`src/rtl/ssfr_sequencer.sv`:
```
// rtl/ssfr_sequencer.sv - SSFR writer: reset/config/run/drain/stop layer sequence with shadow copy
module ssfr_sequencer #(
   parameter int RST_HOLD  = 4,
   parameter int DRAIN_CYC = 8,
   parameter int TIMEOUT_W = 16
) (
   input  logic                 clk,
   input  logic                 reset_n,
   input  logic                 start,
   input  logic                 abort,
   input  logic [2:0]           sel_out,
   input  logic [3:0]           bypass_relu,
   input  logic [TIMEOUT_W-1:0] timeout,
   input  logic                 conv_done,
   output logic [15:0]          ssfr_data,
   output logic                 ssfr_wr,
   output logic [15:0]          shadow,
   output logic                 busy,
   output logic                 done,
   output logic                 err
);

   localparam int HOLD_W = 16;
   localparam logic [15:0]       SSFR_RST   = 16'h20A8;
   localparam logic [HOLD_W-1:0] RST_LAST   = HOLD_W'(RST_HOLD - 1);
   localparam logic [HOLD_W-1:0] DRAIN_LAST = HOLD_W'(DRAIN_CYC - 1);

   typedef enum logic [2:0] {
      S_IDLE,
      S_RSTA,
      S_CFG,
      S_RUN,
      S_DRAIN,
      S_STOP
   } state_t;

   state_t               state_q, state_d;
   logic [HOLD_W-1:0]    hold_q, hold_d;
   logic [TIMEOUT_W-1:0] wd_q, wd_d;
   logic [TIMEOUT_W-1:0] tmo_q, tmo_d;
   logic [2:0]           sel_q, sel_d;
   logic [3:0]           byp_q, byp_d;
   logic [15:0]          data_q, data_d;
   logic [15:0]          shadow_q, shadow_d;
   logic                 wr_q, wr_d;
   logic                 done_q, done_d;
   logic                 err_q, err_d;
   logic [8:0]           ctl;
   logic                 expire;

   // Watchdog fires on the cycle the in-RUN count would reach the limit.
   assign expire = (tmo_q != '0) && (wd_q == tmo_q - TIMEOUT_W'(1));

   always_comb begin
      state_d  = state_q;
      hold_d   = hold_q;
      wd_d     = wd_q;
      tmo_d    = tmo_q;
      sel_d    = sel_q;
      byp_d    = byp_q;
      data_d   = data_q;
      err_d    = err_q;
      wr_d     = 1'b0;
      done_d   = 1'b0;
      ctl      = '0;
      shadow_d = wr_q ? data_q : shadow_q;

      case (state_q)
         S_IDLE: begin
            if (start) begin
               sel_d   = sel_out;
               byp_d   = bypass_relu;
               tmo_d   = timeout;
               err_d   = 1'b0;
               state_d = S_RSTA;
            end
         end
         S_RSTA: begin
            if (abort) begin
               err_d   = 1'b1;
               state_d = S_STOP;
            end else if (hold_q == RST_LAST) begin
               state_d = S_CFG;
            end else begin
               hold_d = hold_q + HOLD_W'(1);
            end
         end
         S_CFG: begin
            if (abort) begin
               err_d   = 1'b1;
               state_d = S_STOP;
            end else begin
               state_d = S_RUN;
            end
         end
         S_RUN: begin
            if (abort) begin
               err_d   = 1'b1;
               state_d = S_STOP;
            end else if (conv_done) begin
               state_d = S_DRAIN;
            end else if (expire) begin
               err_d   = 1'b1;
               state_d = S_STOP;
            end else begin
               wd_d = wd_q + TIMEOUT_W'(1);
            end
         end
         S_DRAIN: begin
            if (abort) begin
               err_d   = 1'b1;
               state_d = S_STOP;
            end else if (hold_q == DRAIN_LAST) begin
               state_d = S_STOP;
            end else begin
               hold_d = hold_q + HOLD_W'(1);
            end
         end
         S_STOP:  state_d = S_IDLE;
         default: state_d = S_IDLE;
      endcase

      if (state_d != state_q) begin
         hold_d = '0;
         wd_d   = '0;
      end

      // One strobe per state, registered so it lands on the state's first cycle.
      if ((state_d != state_q) && (state_d != S_IDLE)) begin
         case (state_d)
            S_RSTA:  ctl = 9'b0_1_0_1_0_1_000;
            S_RUN:   ctl = 9'b1_0_1_0_1_0_000;
            S_DRAIN: ctl = 9'b1_0_1_0_0_0_000;
            default: ctl = 9'b0;
         endcase
         wr_d   = 1'b1;
         data_d = {sel_d, byp_d, ctl};
         done_d = (state_d == S_STOP) && !err_d;
      end
   end

   always_ff @(posedge clk) begin
      if (!reset_n) begin
         state_q  <= S_IDLE;
         hold_q   <= '0;
         wd_q     <= '0;
         tmo_q    <= '0;
         sel_q    <= '0;
         byp_q    <= '0;
         data_q   <= SSFR_RST;
         shadow_q <= SSFR_RST;
         wr_q     <= 1'b0;
         done_q   <= 1'b0;
         err_q    <= 1'b0;
      end else begin
         state_q  <= state_d;
         hold_q   <= hold_d;
         wd_q     <= wd_d;
         tmo_q    <= tmo_d;
         sel_q    <= sel_d;
         byp_q    <= byp_d;
         data_q   <= data_d;
         shadow_q <= shadow_d;
         wr_q     <= wr_d;
         done_q   <= done_d;
         err_q    <= err_d;
      end
   end

   assign ssfr_data = data_q;
   assign ssfr_wr   = wr_q;
   assign shadow    = shadow_q;
   assign busy      = (state_q != S_IDLE);
   assign done      = done_q;
   assign err       = err_q;

endmodule

```
`config.mk`:
```
export PLATFORM = sky130hd
export DESIGN_NAME = ssfr_sequencer
export DESIGN_NICKNAME = d
export VERILOG_FILES = /design/src/rtl/ssfr_sequencer.sv
export SDC_FILE = /design/constraint.sdc
export NUM_CORES = 1
export LEC_CHECK = 0
export ABC_AREA = 0
export BUFFER_PORTS_ARGS = -buffer_cell sky130_fd_sc_hd__buf_2
export CELL_PAD_IN_SITES_DETAIL_PLACEMENT = 0
export CELL_PAD_IN_SITES_GLOBAL_PLACEMENT = 2
export CORE_ASPECT_RATIO = 1.1
export CORE_MARGIN = 2
export CORE_UTILIZATION = 31
export CTS_CLUSTER_DIAMETER = 30
export DETAILED_ROUTE_END_ITERATION = 8
export PLACE_DENSITY_LB_ADDON = 0.1
export SLEW_MARGIN = 10
export SYNTH_ARGS = -nofsm -noshare
export SYNTH_HDL_FRONTEND = slang
export SYNTH_SLANG_ARGS = --single-unit
```
`constraint.sdc`:
```
create_clock -name clk -period 2.6 [get_ports clk]
set_input_delay 0 -clock clk [delete_from_list [all_inputs] [get_ports clk]]
set_output_delay 0 -clock clk [all_outputs]
set_load 0.03 [all_outputs]
```
# Word level (Yosys, flattened, before mapping)
# Cells that the tools add are included.
[op_classes] mux=27 bitwise_logic=4 n_addsub=3 n_reduce_logical=15 eq_ne=16
[op_table] op="16-bit 2-to-1 mux" n=4
[op_table] op="3-bit 2-to-1 mux" n=11
[op_table] op="16-bit by 1-bit adder with 16-bit output (second input constant)" n=2
[op_table] op="16-bit case mux with 2 select lines" n=1
[op_table] op="9-bit case mux with 3 select lines" n=1
[op_table] op="16-bit equality test" n=1
[op_table] op="16-bit by 2-bit equality test with 1-bit output (second input constant)" n=1
[op_table] op="16-bit by 3-bit equality test with 1-bit output (second input constant)" n=1
[op_table] op="16-bit nonzero test" n=1
[op_table] op="16-bit by 1-bit subtractor with 16-bit output (second input constant)" n=1
[op_table] op="3-bit case mux with 5 select lines" n=1
[op_table] op="3-bit by 2-bit equality test with 1-bit output (second input constant)" n=3
[op_table] op="3-bit equality test (second input constant)" n=3
[op_table] op="4-bit 2-to-1 mux" n=2
[op_table] op="2-bit != test (second input constant)" n=4
[op_table] op="3-bit by 1-bit equality test with 1-bit output (second input constant)" n=2
[op_table] op="1-bit 2-to-1 mux" n=6
[op_table] op="3-bit nonzero test" n=2
[op_table] op="5-bit AND reduction" n=1
[op_table] op="1-bit inverter" n=4
[op_table] op="2-bit AND reduction" n=2
[op_table] op="4-bit AND reduction" n=1
[op_table] op="1-bit logical AND" n=3
[op_table] op="3-bit logical NOT" n=1
[op_table] op="6 further kinds" n=6
[totals] ff_bits=93 elab_cells=76 inputBits=28

# Depth between registers and ports, before layout
[depth] depth_word=10 depth_mapped=14 mapped_depth_nobuf=10

# Least setup slack after synthesis
# No wires, ideal clock.
[synth_path] kind="register to register" startpoint="register tmo_q[3]" endpoint="register wd_q[5]" slack_ps=-38 path_stages_with_launch=11 setup_ps=125 arrival_ps=2512 cell_sequence="dfxtp_1 > buf_6 > nor4_4 > nand4_1 > or4b_1 > a32oi_2 > nand4b_4 > o21ba_2 > o21ai_4 > buf_6 > a21oi_1"
[synth_via] elab_chain_cells=9 word_cells_on_any_way=12 classes_between="1 x add/sub; 2 x eq/ne; 4 x mux; 1 x bitwise; 4 x reduce/logical"
[synth_lines] item="start, declared" line="40" source="logic [TIMEOUT_W-1:0] tmo_q, tmo_d;"
[synth_lines] item="start signal, assigned" line="159" source="tmo_q <= tmo_d;"
[synth_lines] item="16-bit by 1-bit subtractor with 16-bit output" line="52" source="assign expire = (tmo_q != '0) && (wd_q == tmo_q - TIMEOUT_W'(1));"
[synth_lines] item="16-bit equality test" line="52"
[synth_lines] item="1-bit logical AND *" line="52"
[synth_lines] item="3-bit 2-to-1 mux" line="102" source="end else if (expire) begin"
[synth_lines] item="3-bit 2-to-1 mux" line="100" source="end else if (conv_done) begin"
[synth_lines] item="3-bit 2-to-1 mux" line="97" source="if (abort) begin"
[synth_lines] item="3-bit case mux with 5 select lines" line="68" source="case (state_q)"
[synth_lines] item="3-bit != test" line="123" source="if (state_d != state_q) begin"
[synth_lines] item="2-bit OR reduction (no source line)"
[synth_lines] item="end signal, assigned" line="158" source="wd_q <= wd_d;"
[synth_lines] item="end, declared" line="39" source="logic [TIMEOUT_W-1:0] wd_q, wd_d;"
# Mark *: on every way between the ends. The rest lies on a longest branch, timed or not.
# A chain may end at the register's enable or synchronous reset.

# Worst setup path after layout
[layout_path] startpoint="register tmo_q[6]" endpoint="register wd_q[4]"
# The elaborated chain is that of the path after synthesis.

==> flow_summary.yaml <==
status:
  run_status: "complete, but fails checks"
  violations: "setup timing"
place:
  gp_congestion: 0.885
  post-place-ws_ps: -182
  post-dp-hpwl_um: 8710
  io_buffers: 57
detailed_routing:
  routed_length_per_placed_instance_um: 14.4
  detailedRoute.firstIterationViolations: 143
  route.detailed.vias_per_inst: 4.86
  remaining_drc_errors: 0
  firstDrtPassIters: 4
  detailroute.via_count: 4119
  wl_um: 12200
  antenna_left: 0
clock_tree:
  cts_tree: "built"
  clock_path_buffers: 2
  htree_num_levels: 3
  clockRootBuffer: "clkbuf_16"
  worst_setup_hold_path_clk_slew_ps: 70
  cts_made_buffers: 9
  clock-sinks: 81
  clkLatencyLatePin_ps: 350
setup_path:
  worstPathRequired_ps: 2840
  crit_arrival_ps: 2870
  worst_setup_ep_type: "register"
  timing.setup.critical_path_class: "register to register"
  crit_path_start_kind: "register"
  crit_path_max_fanout: 16
timing:
  setup_total_negative_slack_ps: -441
  worstMarginPinSlew_ps: 698
  holdWs_ps: 140
  slew_violations: 0
  grt_setup_unrepaired: "true"
  fmax_mhz: 380
  period_share_pct: 101
  finalClockSkew_ps: 7.49
  finalCriticalPeriod_ps: 2630
  report.final.setup_viol: 22
  max-slew-margin-rel_pct: 53.5
  timing_hold_violations_final: 0
  final_critical_path_setup_slack_ps: -30.0
grt:
  grt_remaining_overflow: 0
  grt_usage_pct: 15.9
  grt_first_pass_wirelength_um: 19400
  first_global_vias: 3850
  initial_antenna_violation_count: 0
  pin_count_of_the_biggest_net_entering_global_routing: 44
synthesis:
  synth-async-reset-ratio_pct: 0
  syn_avg_cell_area_um2: 8.27
  synth_cell_type_count: 68
  ys_dominant_reg_cell: "dfxtp_1"
  post_synthesis_register_bit_count: 81
  synth_edf_count: 0
  post-synth-top-count-cell: "dfxtp_1"
  netlist_top_cells_area: "dfxtp_1 36%, nand2_1 6.7%, a21boi_0 3.7%"
  synthCells: 541
  portion_of_synthesized_cell_area_occupied_by_the_leading_cell_type_pct: 36.2
  synthesis.yosys.warnings: 0
  post_synth_top_area_cell: "dfxtp_1"
  post_synth_most_frequent_cells: "81 x dfxtp_1, 80 x nand2_1, 36 x nor2_1"
  synth_seq_area_share_pct: 36.2
  synthesis.area_mm2: 0.00448
layout:
  post_route_cells_drive_above_1_share_pct: 28.8
  n_antenna_cell: 0
  net_count_of_the_finished_layout: 683
  fillers: 1525
  layout-area-overhead-vs-synth_pct: 34.2
pwr:
  vdd_ir_drop_max_uv: 313
  totalPowerFinal_mw: 3.62
  pwr_density_cell_mw_per_mm2: 602
  power.leakage_nw: 2.27
floorplan:
  initial_utilization_pct: 31.4
  placement_rows: 46
  dieWidth_um: 119
  placeableCoreArea_mm2: 0.0143
  floorplan.die.height_um: 130
  design.die.area_mm2: 0.0154
  io-pin-count: 64
worst_hold_path:
  holdCritPathClass: "input port to register"
job:
  maxCapViolations: 0
## state kept, by name, summed over array words and instances (netlist names)
name,count
hold_q,16
shadow,10
ssfr_data,10
byp_q,4
wd_q,16
state_q,3
ssfr_wr,1
tmo_q,16
sel_q,3
err,1
done,1
## cell type report
| cell class | instances | area (µm²) | area share (%) |
|---|---|---|---|
| Clock inverter | 7 | 105 | 1.75 |
| Tap cell | 192 | 240 | 4.00 |
| Multi-Input combinational cell | 404 | 2730 | 45.4 |
| Inverter | 16 | 60.1 | 1.00 |
| Sequential cell | 81 | 1630 | 27.1 |
| Timing Repair Buffer | 139 | 1020 | 17.0 |
| Clock buffer | 9 | 225 | 3.75 |
## worst max-delay path, cell delays in order, from the launching register on
cell	delay (ps)
dfxtp_2	340
buf_6	130
or4_4	470
nor4_4	300
a211oi_2	110
a21oi_2	190
nand4b_4	180
o21ba_4	240
o21ai_4	260
clkbuf_16	240
a21oi_1	50
## through the flow
step / cells / util (%) / cell area (µm²)
after detailed placement: 804 / 36.4 / 5190
after CTS: 843 / 40.8 / 5830
after global placement: 804 / 36.4 / 5190
after global routing: 848 / 42.1 / 6010
after floorplan: 546 / - / 4510
final: 848 / 42.1 / 6010
## path summary, 6_finish.rpt
| kind | from | endpoint | slack (ps) | depth (start not counted) |
|---|---|---|---|---|
| max | tmo_q[6] | wd_q[4] | -30 | 10 |
| min | reset_n | ssfr_data[13] | 140 | 2 |
| max reg2reg | tmo_q[6] | wd_q[4] | -30 | 10 |
| min reg2reg | shadow[13] | shadow[13] | 470 | 2 |
## cell families after synthesis
family / after synthesis / synth area share, %
buffers and inverters: 61 / 7.38
other: 1 / 0.0838
multiplexers: 14 / 3.13
flip-flops: 81 / 36.2
XOR/XNOR: 30 / 5.87
adder cells (fa/ha/maj): 5 / 1.34
AO/OA/AOI/OAI: 112 / 17.8
AND/OR/NAND/NOR: 237 / 28.2
## cells in the final DEF, fill, tap and decap left out, types with 7 or more instances in the layout
master	n
mux2i_1	13
a21oi_2	10
nor2b_1	16
nand2_1	80
buf_4	54
dlygate4sd3_1	23
o21ai_0	20
inv_1	16
a21boi_0	22
a21oi_1	10
xor2_1	14
clkbuf_16	11
nand4_1	13
buf_2	57
or3_1	12
nor2_1	28
xnor2_1	16
nand3_1	20
dfxtp_1	78
or4_1	7
## report_power, final
group          internal (mW)  switching (mW)  leakage (nW)
Combinational          0.370           0.461          1.45
Sequential              1.30          0.0561         0.659
Clock                  0.858           0.576         0.159
Total                   2.52            1.09          2.27
## per-layer routing
metal  track usage, %  vias up  share of wire (%)
met1             20.0     1938                 47
li1                 -     2104                  -
met3             2.45       20                2.9
met4             8.82        0                3.0
met5                0        -                  0
met2             26.3       57                 47
## timing repair
| item | CTS | global route |
|---|---|---|
| setup buffers | 0 | 3 |
| pin swaps | 3 | 1 |
| endpoints found under the setup margin | 45 | 45 |
| hold buffers | 23 | 0 |
| endpoints found under the hold margin | 24 | 0 |
| gates cloned | 0 | 2 |
| resized for setup | 14 | 28 |
Power figures use the tool's default switching activity.
